**config.mk**
```make
export PLATFORM = sky130hd
export DESIGN_NAME = score_display
export DESIGN_NICKNAME = d
export VERILOG_FILES = /design/src/rtl/score_pkg.sv /design/src/rtl/score_display_bin2bcd.sv /design/src/rtl/score_display.sv
export SDC_FILE = /design/constraint.sdc
export NUM_CORES = 1
export LEC_CHECK = 0
export CAP_MARGIN = 20
export CORE_UTILIZATION = 60
export CTS_CLUSTER_SIZE = 8
export DETAILED_ROUTE_END_ITERATION = 7
export PLACE_DENSITY_LB_ADDON = 0.12
export SYNTH_ARGS = -nofsm -noshare
export SYNTH_HDL_FRONTEND = slang
export SYNTH_SLANG_ARGS = --single-unit
export TNS_END_PERCENT = 100
```
**constraint.sdc**
```tcl
create_clock -name clk -period 4.98 [get_ports clk]
set_input_delay 0.996 -clock clk [delete_from_list [all_inputs] [get_ports clk]]
set_output_delay 0.996 -clock clk [all_outputs]
set_load 0.005 [all_outputs]
```
**src/rtl/score_pkg.sv**
```systemverilog
// Shared constants for the scoreboard display: score width,
// active-low segment glyphs and converter FSM states.
package score_pkg;

  localparam int SCORE_W = 9;
  localparam int BCD_W   = 12;

  localparam logic [6:0] SEG_0     = 7'h40;
  localparam logic [6:0] SEG_1     = 7'h79;
  localparam logic [6:0] SEG_2     = 7'h24;
  localparam logic [6:0] SEG_3     = 7'h30;
  localparam logic [6:0] SEG_4     = 7'h19;
  localparam logic [6:0] SEG_5     = 7'h12;
  localparam logic [6:0] SEG_6     = 7'h02;
  localparam logic [6:0] SEG_7     = 7'h78;
  localparam logic [6:0] SEG_8     = 7'h00;
  localparam logic [6:0] SEG_9     = 7'h10;
  localparam logic [6:0] SEG_BLANK = 7'h7F;

  typedef enum logic [1:0] {
    IDLE = 2'd0,
    CUR  = 2'd1,
    HI   = 2'd2
  } state_t;

  function automatic logic [6:0] seg_glyph(
    input logic [3:0] d
  );
    logic [6:0] g;
    unique case (d)
      4'd0:    g = SEG_0;
      4'd1:    g = SEG_1;
      4'd2:    g = SEG_2;
      4'd3:    g = SEG_3;
      4'd4:    g = SEG_4;
      4'd5:    g = SEG_5;
      4'd6:    g = SEG_6;
      4'd7:    g = SEG_7;
      4'd8:    g = SEG_8;
      4'd9:    g = SEG_9;
      default: g = SEG_BLANK;
    endcase
    return g;
  endfunction

endpackage

```
**src/rtl/score_display_bin2bcd.sv**
```systemverilog
// Sequential double-dabble converter: one load cycle,
// then W add-3/shift iterations, done pulsed after the last.
module bin2bcd_seq
  import score_pkg::*;
#(
  parameter int W = SCORE_W
) (
  input  logic             clk,
  input  logic             rst,
  input  logic             i_start,
  input  logic [W-1:0]     i_bin,
  output logic             o_busy,
  output logic             o_done,
  output logic [BCD_W-1:0] o_bcd
);

  localparam int CW = $clog2(W + 1);

  logic [W-1:0]     r_bin;
  logic [BCD_W-1:0] r_bcd;
  logic [BCD_W-1:0] w_adj;
  logic [CW-1:0]    r_cnt;
  logic             r_busy;
  logic             r_done;

  always_comb begin
    w_adj = r_bcd;
    for (int k = 0; k < BCD_W / 4; k++) begin
      if (r_bcd[4*k +: 4] >= 4'd5)
        w_adj[4*k +: 4] = r_bcd[4*k +: 4] + 4'd3;
    end
  end

  always_ff @(posedge clk or posedge rst) begin
    if (rst) begin
      r_bin  <= '0;
      r_bcd  <= '0;
      r_cnt  <= '0;
      r_busy <= 1'b0;
      r_done <= 1'b0;
    end else begin
      r_done <= 1'b0;
      if (i_start && !r_busy) begin
        r_bin  <= i_bin;
        r_bcd  <= '0;
        r_cnt  <= '0;
        r_busy <= 1'b1;
      end else if (r_busy) begin
        {r_bcd, r_bin} <= {w_adj, r_bin} << 1;
        r_cnt <= r_cnt + CW'(1);
        if (r_cnt == CW'(W - 1)) begin
          r_busy <= 1'b0;
          r_done <= 1'b1;
        end
      end
    end
  end

  assign o_busy = r_busy;
  assign o_done = r_done;
  assign o_bcd  = r_bcd;

endmodule

```
**src/rtl/score_display.sv**
```systemverilog
// Scoreboard: high-score register, shared BCD conversion, 8-digit scan.
// SCORE_LEADING_ZERO_BLANK_EN blanks leading zeros per 3-digit group.
module score_display
  import score_pkg::*;
#(
  parameter int DIGIT_TICKS = 100000
) (
  input  logic               clk,
  input  logic               rst,
  input  logic [SCORE_W-1:0] score,
  input  logic               endgame,
  output logic [6:0]         seg,
  output logic [7:0]         AN
);

`ifdef SCORE_LEADING_ZERO_BLANK_EN
  localparam bit LZ = 1'b1;
`else
  localparam bit LZ = 1'b0;
`endif

  localparam int TW = (DIGIT_TICKS > 2) ? $clog2(DIGIT_TICKS) : 1;

  state_t             r_state;
  logic               r_start;
  logic               r_eg_d;
  logic [SCORE_W-1:0] r_hi;
  logic [SCORE_W-1:0] r_cur_last;
  logic [SCORE_W-1:0] r_hi_last;
  logic [BCD_W-1:0]   r_cur_bcd;
  logic [BCD_W-1:0]   r_hi_bcd;
  logic [TW-1:0]      r_tick;
  logic [2:0]         r_dig;
  logic [6:0]         r_seg;
  logic [7:0]         r_an;

  logic [SCORE_W-1:0] w_operand;
  logic               w_busy;
  logic               w_done;
  logic [BCD_W-1:0]   w_bcd;
  logic               w_eg_rise;
  logic [3:0]         w_nib;
  logic               w_blank;
  logic [6:0]         w_glyph;

  assign w_eg_rise = endgame && !r_eg_d;
  assign w_operand = (r_state == HI) ? r_hi_last : r_cur_last;

  bin2bcd_seq #(.W(SCORE_W)) u_conv (
    .clk     (clk),
    .rst     (rst),
    .i_start (r_start),
    .i_bin   (w_operand),
    .o_busy  (w_busy),
    .o_done  (w_done),
    .o_bcd   (w_bcd)
  );

  always_ff @(posedge clk or posedge rst) begin
    if (rst) begin
      r_eg_d <= 1'b0;
      r_hi   <= '0;
    end else begin
      r_eg_d <= endgame;
      if (w_eg_rise && (score > r_hi))
        r_hi <= score;
    end
  end

  always_ff @(posedge clk or posedge rst) begin
    if (rst) begin
      r_state    <= IDLE;
      r_start    <= 1'b0;
      r_cur_last <= '0;
      r_hi_last  <= '0;
      r_cur_bcd  <= '0;
      r_hi_bcd   <= '0;
    end else begin
      r_start <= 1'b0;
      unique case (r_state)
        IDLE: begin
          if (!w_busy && (score != r_cur_last)) begin
            r_cur_last <= score;
            r_start    <= 1'b1;
            r_state    <= CUR;
          end else if (!w_busy && (r_hi != r_hi_last)) begin
            r_hi_last <= r_hi;
            r_start   <= 1'b1;
            r_state   <= HI;
          end
        end
        CUR: begin
          if (w_done) begin
            r_cur_bcd <= w_bcd;
            if (r_hi != r_hi_last) begin
              r_hi_last <= r_hi;
              r_start   <= 1'b1;
              r_state   <= HI;
            end else begin
              r_state <= IDLE;
            end
          end
        end
        HI: begin
          if (w_done) begin
            r_hi_bcd <= w_bcd;
            r_state  <= IDLE;
          end
        end
        default: r_state <= IDLE;
      endcase
    end
  end

  // Leading-zero blanking collapses to constants when LZ is 0
  always_comb begin
    w_nib   = 4'd0;
    w_blank = 1'b1;
    case (r_dig)
      3'd0: begin
        w_nib   = r_cur_bcd[3:0];
        w_blank = 1'b0;
      end
      3'd1: begin
        w_nib   = r_cur_bcd[7:4];
        w_blank = LZ && (r_cur_bcd[11:4] == 8'd0);
      end
      3'd2: begin
        w_nib   = r_cur_bcd[11:8];
        w_blank = LZ && (r_cur_bcd[11:8] == 4'd0);
      end
      3'd4: begin
        w_nib   = r_hi_bcd[3:0];
        w_blank = 1'b0;
      end
      3'd5: begin
        w_nib   = r_hi_bcd[7:4];
        w_blank = LZ && (r_hi_bcd[11:4] == 8'd0);
      end
      3'd6: begin
        w_nib   = r_hi_bcd[11:8];
        w_blank = LZ && (r_hi_bcd[11:8] == 4'd0);
      end
      default: w_blank = 1'b1;
    endcase
    w_glyph = w_blank ? SEG_BLANK : seg_glyph(w_nib);
  end

  always_ff @(posedge clk or posedge rst) begin
    if (rst) begin
      r_tick <= '0;
      r_dig  <= 3'd0;
      r_seg  <= SEG_BLANK;
      r_an   <= 8'hFF;
    end else begin
      if (r_tick == TW'(DIGIT_TICKS - 1)) begin
        r_tick <= '0;
        r_dig  <= r_dig + 3'd1;
      end else begin
        r_tick <= r_tick + TW'(1);
      end
      r_seg <= w_glyph;
      r_an  <= ~(8'b1 << r_dig);
    end
  end

  assign seg = r_seg;
  assign AN  = r_an;

endmodule

```
# After elaboration in Yosys (flattened, before gate mapping)
# Memories as Yosys holds them, arrays and structs flattened.
# Cells that the tools add are included.
# word_totals
romBits,112
memories,1
out_inout_bits,15
inputBits,12
ff_bits,117
# classes
n_lt_le_gt_ge,4
muxes,35
n_eq_ne,17
bitwise,1
shifts,1
reduce_logical,17
addsub,6
# memory_table
memory,words,width,rd,rd_clocked_by_memory_dff,write_ports,line,rtl
(no name shown),16,7,1,0,0,score_pkg.sv:30,unique case (d)
# op_table
operator,count
2-to-1 mux 9 bit,7
2-to-1 mux 12 bit,2
one-hot mux 4 bit (6 select lines),1
!= test 9 bit,2
one-hot mux 9 bit (2 select lines),1
"adder 17 x 1 -> 17 bit, second input constant",1
"== test 17 bit, second input constant",1
2-to-1 mux 17 bit,1
2-to-1 mux 4 bit,4
"greater-or-equal comparator 4 x 3 -> 1 bit, second input constant",3
2-to-1 mux 1 bit,10
2-to-1 mux 2 bit,5
"== test 3 bit, second input constant",3
> comparator 9 bit,1
"adder 4 x 2 -> 4 bit, second input constant",2
NOT 8 bit,1
"left shift 1 x 3 -> 8 bit, first input constant",1
2-to-1 mux 7 bit,1
"!= test 2 bit, second input constant",3
one-hot mux 2 bit (3 select lines),1
AND reduction 2 bit,3
OR reduction 6 bit,1
logical AND 1 bit,5
AND reduction 5 bit,1
other kinds (17),20

# Longest topological paths before layout
# Gate-level depths: netlist (run 1).
# logic_depth
word_depth,5
ltp_mapped,10
ltp_nobuf,9

# By module
# From an unflattened synthesis (run 1), not the netlist that was laid out.
# unflattened
hier_cells,541
area_unflattened_um2,5935.7
# modules_own_cells
module,instances,seq_area_each_um2,area_each_um2,cells_each
score_display,1,2270.9,4440.5,388
bin2bcd_seq,1,675.6,1495.2,153

# Least setup slack after synthesis (run 1)
# OpenSTA, ideal clock, no wires.
# synth_timing
path_kind,in2reg
start,input score[8]
end,register r_hi[0]
setup_slack_ps,2398
path_stages,6
setup_time_ps,125
path_buffers,0
t_arrival_ps,2457
path_cell_list,ha_1 > a211o_1 > a21oi_1 > o21ai_0 > o21ai_2 > mux2_2
# synth_between
elab_chain_len,2
# synth_rtl
element,line,rtl
from (decl),score_display.sv:10,"input logic [SCORE_W-1:0] score,"
> comparator 9 bit,score_display.sv:65,if (w_eg_rise && (score > r_hi))
logical AND 1 bit,score_display.sv:65,
to (signal assigned),score_display.sv:66,r_hi <= score;
to (decl),score_display.sv:27,logic [SCORE_W-1:0] r_hi;
# No other way between the ends.
# A chain may end at the register's enable or synchronous reset.

# Worst setup path in the final report (run 1)
# layout_timing
start,input score[8]
end,register r_hi[6]
# The elaborated chain is that of the path after synthesis.

==> flow_summary.yaml, run 1 <==
timing:
  worst_pin_slew_ns: 0.930
  rsz0062_at_grt: "false"
  finClkSkew_ns: 0.0122
  finalSetupViolCount: 0
  fin_setup_tns_ns: 0
  max_freq_mhz: 352
  min_period_over_period: 0.571
  setup_slack_ns: 2.14
  hold_viol: 0
  slew_headroom: 0.380
  min_period_ns: 2.84
  maxSlewViolCount: 0
detailed_routing:
  vias_per_cell: 5.70
  dr_total_vias: 3990
  wirelength_mm: 11.0
  drtAntennaViolNets: 0
  remaining_drc_errors: 0
  firstDrtPassIters: 4
  first_iter_violations: 163
  wl_per_cell_um: 15.7
placed_design:
  io_buffers: 26
  dp_slack_ns: 1.64
  hpwl_mm: 7.47
  routabilityCongestion: 0.852
clocking:
  htreeDepth: 4
  post_cts_buffers: 0
  clockBufferDepth: 2
  cts_tree: "yes"
  cts-buffers-inserted: 17
  hold_buffers: 0
  cts_root_buffer: "clkbuf_8"
  path_clk_slew_ns: 0.06
  clock_sinks: 117
  post_cts_resize_count: 0
  clock_latency_ns: 0.51
power_and_ir_drop:
  pwr-share-comb: 0.310
  power.static_leakage_uw: 0.00300
  switching_share: 0.329
  irDropWorstVdd_v: 0.000322
  seqPwrFrac: 0.392
  power.density_mw_per_mm2: 598
  p_int_uw: 2700
  clkPwrFrac: 0.299
  p_sw_uw: 1330
yosys:
  synthDominantCellAreaShare: 0.441
  synth-main-ff-cell: "dfrtp_1"
  synth_edf_count: 0
  synth.largest_area_cell: "dfrtp_1"
  async_flop_share: 1.00
  yosys_warnings: 0
  syn_nets: 572
  synth-seq-cells: 117
  synth_area_leaders: "dfrtp_1 44%, dfstp_2 6.8%, mux2_2 6.8%, ha_1 6.3%, nand2_1 4.3%"
  syn_area_per_cell_um2: 10.9
  ys_seq_area_frac: 0.510
  synth.distinct_cells: 50
  syn_inst: 531
  synthesis.area_mm2: 0.00578
finish:
  antennaDiodeCount: 0
  layout_common_cells: "102 x dfrtp_1, 66 x nand2_1, 45 x o21ai_0"
  drive_gt1_frac: 0.175
  num-nets-final: 599
  areaGrowthSynthToFinish_pct: 16.4
  regArea_mm2: 0.00295
  multiInputGateArea_mm2: 0.00263
  final_common_cell: "dfrtp_1"
  nFillCells: 675
min_path:
  hold_end: "r_hi_bcd[0]"
  holdCritStartpoint: "r_hi_bcd[0]"
  min_path_cells: 2
  hold_path_class: "flop to flop"
floorplanning:
  die_h_um: 100
  io_pins: 27
  die_w_um: 100
  initial_core_util: 0.623
  num_rows: 35
  dieArea_mm2: 0.0100
  core_area_mm2: 0.00928
job:
  drv_cap: 0
global_route:
  track_usage: 0.246
  antenna_found_initial: 0
  grt_pass1_vias: 3981
  grt_overflow_total: 0
  grt_max_degree: 61
  grt_pass1_wl_mm: 19.0
worst_setup_path:
  reg2reg_from: "r_dig[2]"
  reg2reg_depth: 7
  rr_endpoint: "seg[5]"
  cp.arrival_ns: 3.24
  critPathKind: "primary input to flop"
  cp-end-kind: "flop"
  worstPathMaxFanout: 9
  r2r_setup_slack_ns: 2.32
  cp.required_ns: 5.37
  startpoint_type: "primary input"
status:
  status: "completed"
==> Yosys cell counts, types with 2 or more instances <==
cell / instances
dfrtp_1: 102
nand2_1: 66
o21ai_0: 45
mux2_2: 35
ha_1: 29
inv_1: 28
nor2_1: 22
xnor2_1: 22
a21oi_1: 18
xor2_1: 16
dfstp_2: 15
clkbuf_1: 14
mux2i_1: 12
nand3_1: 12
mux2_4: 9
buf_2: 7
o31ai_1: 7
nand2b_1: 6
nand4_1: 6
nor2b_1: 6
a21o_1: 5
nor3b_1: 5
nor4_1: 5
a222oi_1: 3
and3_1: 3
a211o_1: 2
a221oi_1: 2
a22o_1: 2
a22oi_1: 2
and4_1: 2
nor3_1: 2
nor4b_1: 2
o21bai_1: 2
==> how the worst max path moves through the flow <==
stage          startpoint      endpoint  slack, ns  depth (start not counted)
2_1_floorplan         rst  r_cur_bcd[0]       0.91                          1
3_3_place_gp     score[8]       r_hi[3]       1.73                          7
3_5_place_dp     score[5]  r_hi_last[6]       1.64                          6
4_1_cts          score[5]  r_hi_last[7]       2.16                          6
5_1_grt          score[5]  r_hi_last[7]       2.08                          6
6_report         score[8]       r_hi[6]       2.14                          7
==> final cells by class <==
type,count,area share
clock buffers,19,0.0641
repair buffers,30,0.0437
inverters,28,0.0160
flip-flops and latches,117,0.438
well taps,129,0.0240
multi-input cells,364,0.391
clock inverters,13,0.0232
==> metal layers <==
| metal | up-vias | track usage | share of wire |
|---|---|---|---|
| met2 | 83 | 0.417 | 0.52 |
| met4 | 0 | 0.113 | 0.018 |
| met3 | 16 | 0.0557 | 0.030 |
| li1 | 1893 | - | - |
| met5 | - | 0 | 0 |
| met1 | 1998 | 0.300 | 0.44 |
==> logic make-up after synthesis <==
family | synth area share
AND/OR/NAND/NOR | 0.123
flip-flops | 0.510
AO/OA/AOI/OAI | 0.0978
multiplexers | 0.114
buffers and inverters | 0.0353
XOR/XNOR | 0.0575
adder cells (fa/ha/maj) | 0.0627
==> sequential cells by signal, indices dropped and copies added (netlist names) <==
register / cells
AN: 8
r_cur_bcd: 12
r_cur_last: 9
r_dig: 3
r_eg_d: 1
r_hi: 9
r_hi_bcd: 12
r_hi_last: 9
r_start: 1
r_state: 2
r_tick: 17
seg: 7
u_conv.o_bcd: 12
u_conv.o_busy: 1
u_conv.o_done: 1
u_conv.r_bin: 9
u_conv.r_cnt: 4
==> through the flow <==
step / total power (uW) / cells / utilization / area, um^2 / hold slack (ns)
floorplan: 2470 / 531 / - / 5780 / 0.444
global placement: 2740 / 667 / 0.660 / 6130 / 0.457
detailed placement: 2810 / 668 / 0.662 / 6140 / 0.465
CTS: 4040 / 700 / 0.725 / 6730 / 0.477
global route: 4290 / 700 / 0.725 / 6730 / 0.502
finish: 4020 / 700 / 0.725 / 6730 / 0.474
==> critical path, stage by stage <==
cell and delay [ns]:
clkdlybuf4s50_1 0.49, ha_1 0.37, a211o_1 0.29, a21oi_1 0.11
o21ai_0 0.11, o21ai_2 0.45, mux2_2 0.41
==> power groups by stage <==
| stage | logic [uW] | clock network, uW | registers [uW] |
|---|---|---|---|
| after global routing | 1410 | 1260 | 1620 |
| after floorplan | 980 | 0 | 1490 |
| after global placement | 1170 | 0 | 1570 |
| after detailed placement | 1230 | 0 | 1580 |
| after CTS | 1250 | 1220 | 1570 |
| final | 1250 | 1200 | 1580 |
Power figures use the tool's default switching activity.
==> run 2: changes to the inputs <==
--- a/config.mk
+++ b/config.mk
@@ -6,7 +6,7 @@
 export NUM_CORES = 1
 export LEC_CHECK = 0
 export CAP_MARGIN = 20
-export CORE_UTILIZATION = 60
+export CORE_UTILIZATION = 55
 export CTS_CLUSTER_SIZE = 8
 export DETAILED_ROUTE_END_ITERATION = 7
 export PLACE_DENSITY_LB_ADDON = 0.12
==> constraint.sdc (replaced) <==
create_clock -name clk -period 2.5 [get_ports clk]
set_input_delay 0.5 -clock clk [delete_from_list [all_inputs] [get_ports clk]]
set_output_delay 0.5 -clock clk [all_outputs]
set_load 0.005 [all_outputs]
==> flow_summary.yaml, run 2 (same netlist as run 1, synthesis figures left out) <==
status:
  status: "completed"
timing:
  finalSetupViolCount: 0
  slew_headroom: 0.582
  hold_viol: 0
  max_freq_mhz: 431
  setup_slack_ns: 0.177
  finClkSkew_ns: 0.00535
  rsz0062_at_grt: "false"
  worst_pin_slew_ns: 0.625
  min_period_ns: 2.32
  maxSlewViolCount: 0
  min_period_over_period: 0.929
  worst_hold_slack_ns: 0.468
clocking:
  cts_tree: "yes"
  clockBufferDepth: 2
  htreeDepth: 4
  cts_root_buffer: "clkbuf_8"
  post_cts_buffers: 0
  clock_latency_ns: 0.51
  post_cts_resize_count: 0
  clock_sinks: 117
  hold_buffers: 0
  path_clk_slew_ns: 0.05
  cts-buffers-inserted: 17
worst_setup_path:
  startpoint_type: "flop"
  slowest_delay_ns: 0.51
  cp-end-kind: "flop"
  cp_slowest_cell: "a222oi_1"
  reg2reg_depth: 7
  rr_endpoint: "seg[5]"
  worstPathMaxFanout: 5
  reg2reg_from: "r_dig[2]"
  crit_path_end: "seg[5]"
  r2r_setup_slack_ns: 0.18
  startpoint: "r_dig[2]"
  cp.arrival_ns: 2.74
  critPathKind: "flop to flop"
  worstPathCellList: "mux2_2 > a222oi_1 > or2_2 > inv_1 > ha_1 > nor4_1 > a21oi_1"
  cp.required_ns: 2.92
finish:
  largest_reg_flops: 17
  nFillCells: 824
  num-nets-final: 615
  final_common_cell: "dfrtp_1"
  antennaDiodeCount: 0
  drive_gt1_frac: 0.190
  areaGrowthSynthToFinish_pct: 17.6
  layout_common_cells: "102 x dfrtp_1, 66 x nand2_1, 45 x o21ai_0"
  largest_register: "r_tick"
  fin_area_mm2: 0.00680
job:
  drv_cap: 0
floorplanning:
  num_rows: 37
  dieArea_mm2: 0.0109
  core_area_mm2: 0.0103
  initial_core_util: 0.563
  die_h_um: 105
  io_pins: 27
  die_w_um: 105
placed_design:
  io_buffers: 26
  routabilityCongestion: 0.785
  place_area_mm2: 0.00629
  dp_slack_ns: -0.145
  hpwl_mm: 7.43
power_and_ir_drop:
  power_uw: 7680
  power.density_mw_per_mm2: 1130
  irDropWorstVdd_v: 0.000559
  power.static_leakage_uw: 0.00306
detailed_routing:
  remaining_drc_errors: 0
  drtAntennaViolNets: 0
  wl_per_cell_um: 14.7
  wirelength_mm: 10.6
  firstDrtPassIters: 5
  vias_per_cell: 5.40
  first_iter_violations: 154
  dr_total_vias: 3890
global_route:
  antenna_found_initial: 0
  grt_pass1_vias: 3942
  track_usage: 0.218
  grt_max_degree: 118
  grt_overflow_total: 0
  grt_pass1_wl_mm: 18.6
min_path:
  hold_path_class: "primary input to flop"
  holdCritStartpoint: "endgame"
==> run 2: changes by cell type in the layout (fill, tap and decap cells not counted), sizes merged <==
cell	change
clkinv	+1
clkinvlp	-4
inv	-2
bufinv	-3
clkbuf	+6
buf	+16
==> run 2: through the flow <==
step / TNS, ns / util / instances
after floorplan: 0 / - / 531
after global placement: -1.78 / 0.612 / 691
after detailed placement: -2.21 / 0.612 / 691
after CTS: 0 / 0.662 / 721
after global routing: 0 / 0.662 / 721
final: 0 / 0.662 / 721
==> run 2: worst max-delay path, delay by kind of cell, from the launching register on <==
kind,cells,cell delay (ns)
compound gates,2,0.59
flops,1,0.45
mux,1,0.36
simple gates,2,0.59
fa+ha+maj,1,0.18
buf+inv,1,0.07
==> run 2: report_power, final <==
part	total (uW)	internal, uW	switching [uW]	leakage (uW)
Combinational	2530	1320	1210	0.00135
Sequential	3090	2570	520	0.00146
Clock	2060	1300	764	0.000257
Total	7680	5190	2490	0.00306
==> run 2: layout make-up <==
class	instances	area (um^2)	share of cell area
clock inverters	5	25.0	0.00368
flip-flops and latches	117	2950	0.433
repair buffers	46	435	0.0640
inverters	28	109	0.0160
well taps	136	170	0.0250
clock buffers	25	484	0.0712
multi-input cells	364	2630	0.387
==> run 2: routing by layer <==
layer / track usage / wire length (um) / vias up / part of all wire
li1: - / - / 1913 / -
met1: 0.271 / 4780 / 1905 / 0.45
met2: 0.366 / 5460 / 70 / 0.51
met3: 0.0649 / 335 / 2 / 0.032
met4: 0.0653 / 35 / 0 / 0.0033
met5: 0 / 0 / - / 0
==> run 2: how the worst min path moves through the flow <==
stage	cells after the start	endpoint	slack, ns
2_1_floorplan	1	r_start	0.44
3_3_place_gp	2	u_conv.r_bin[3]	0.45
3_5_place_dp	2	r_cur_bcd[4]	0.47
4_1_cts	1	r_eg_d	0.43
5_1_grt	1	r_eg_d	0.44
6_report	1	r_eg_d	0.47
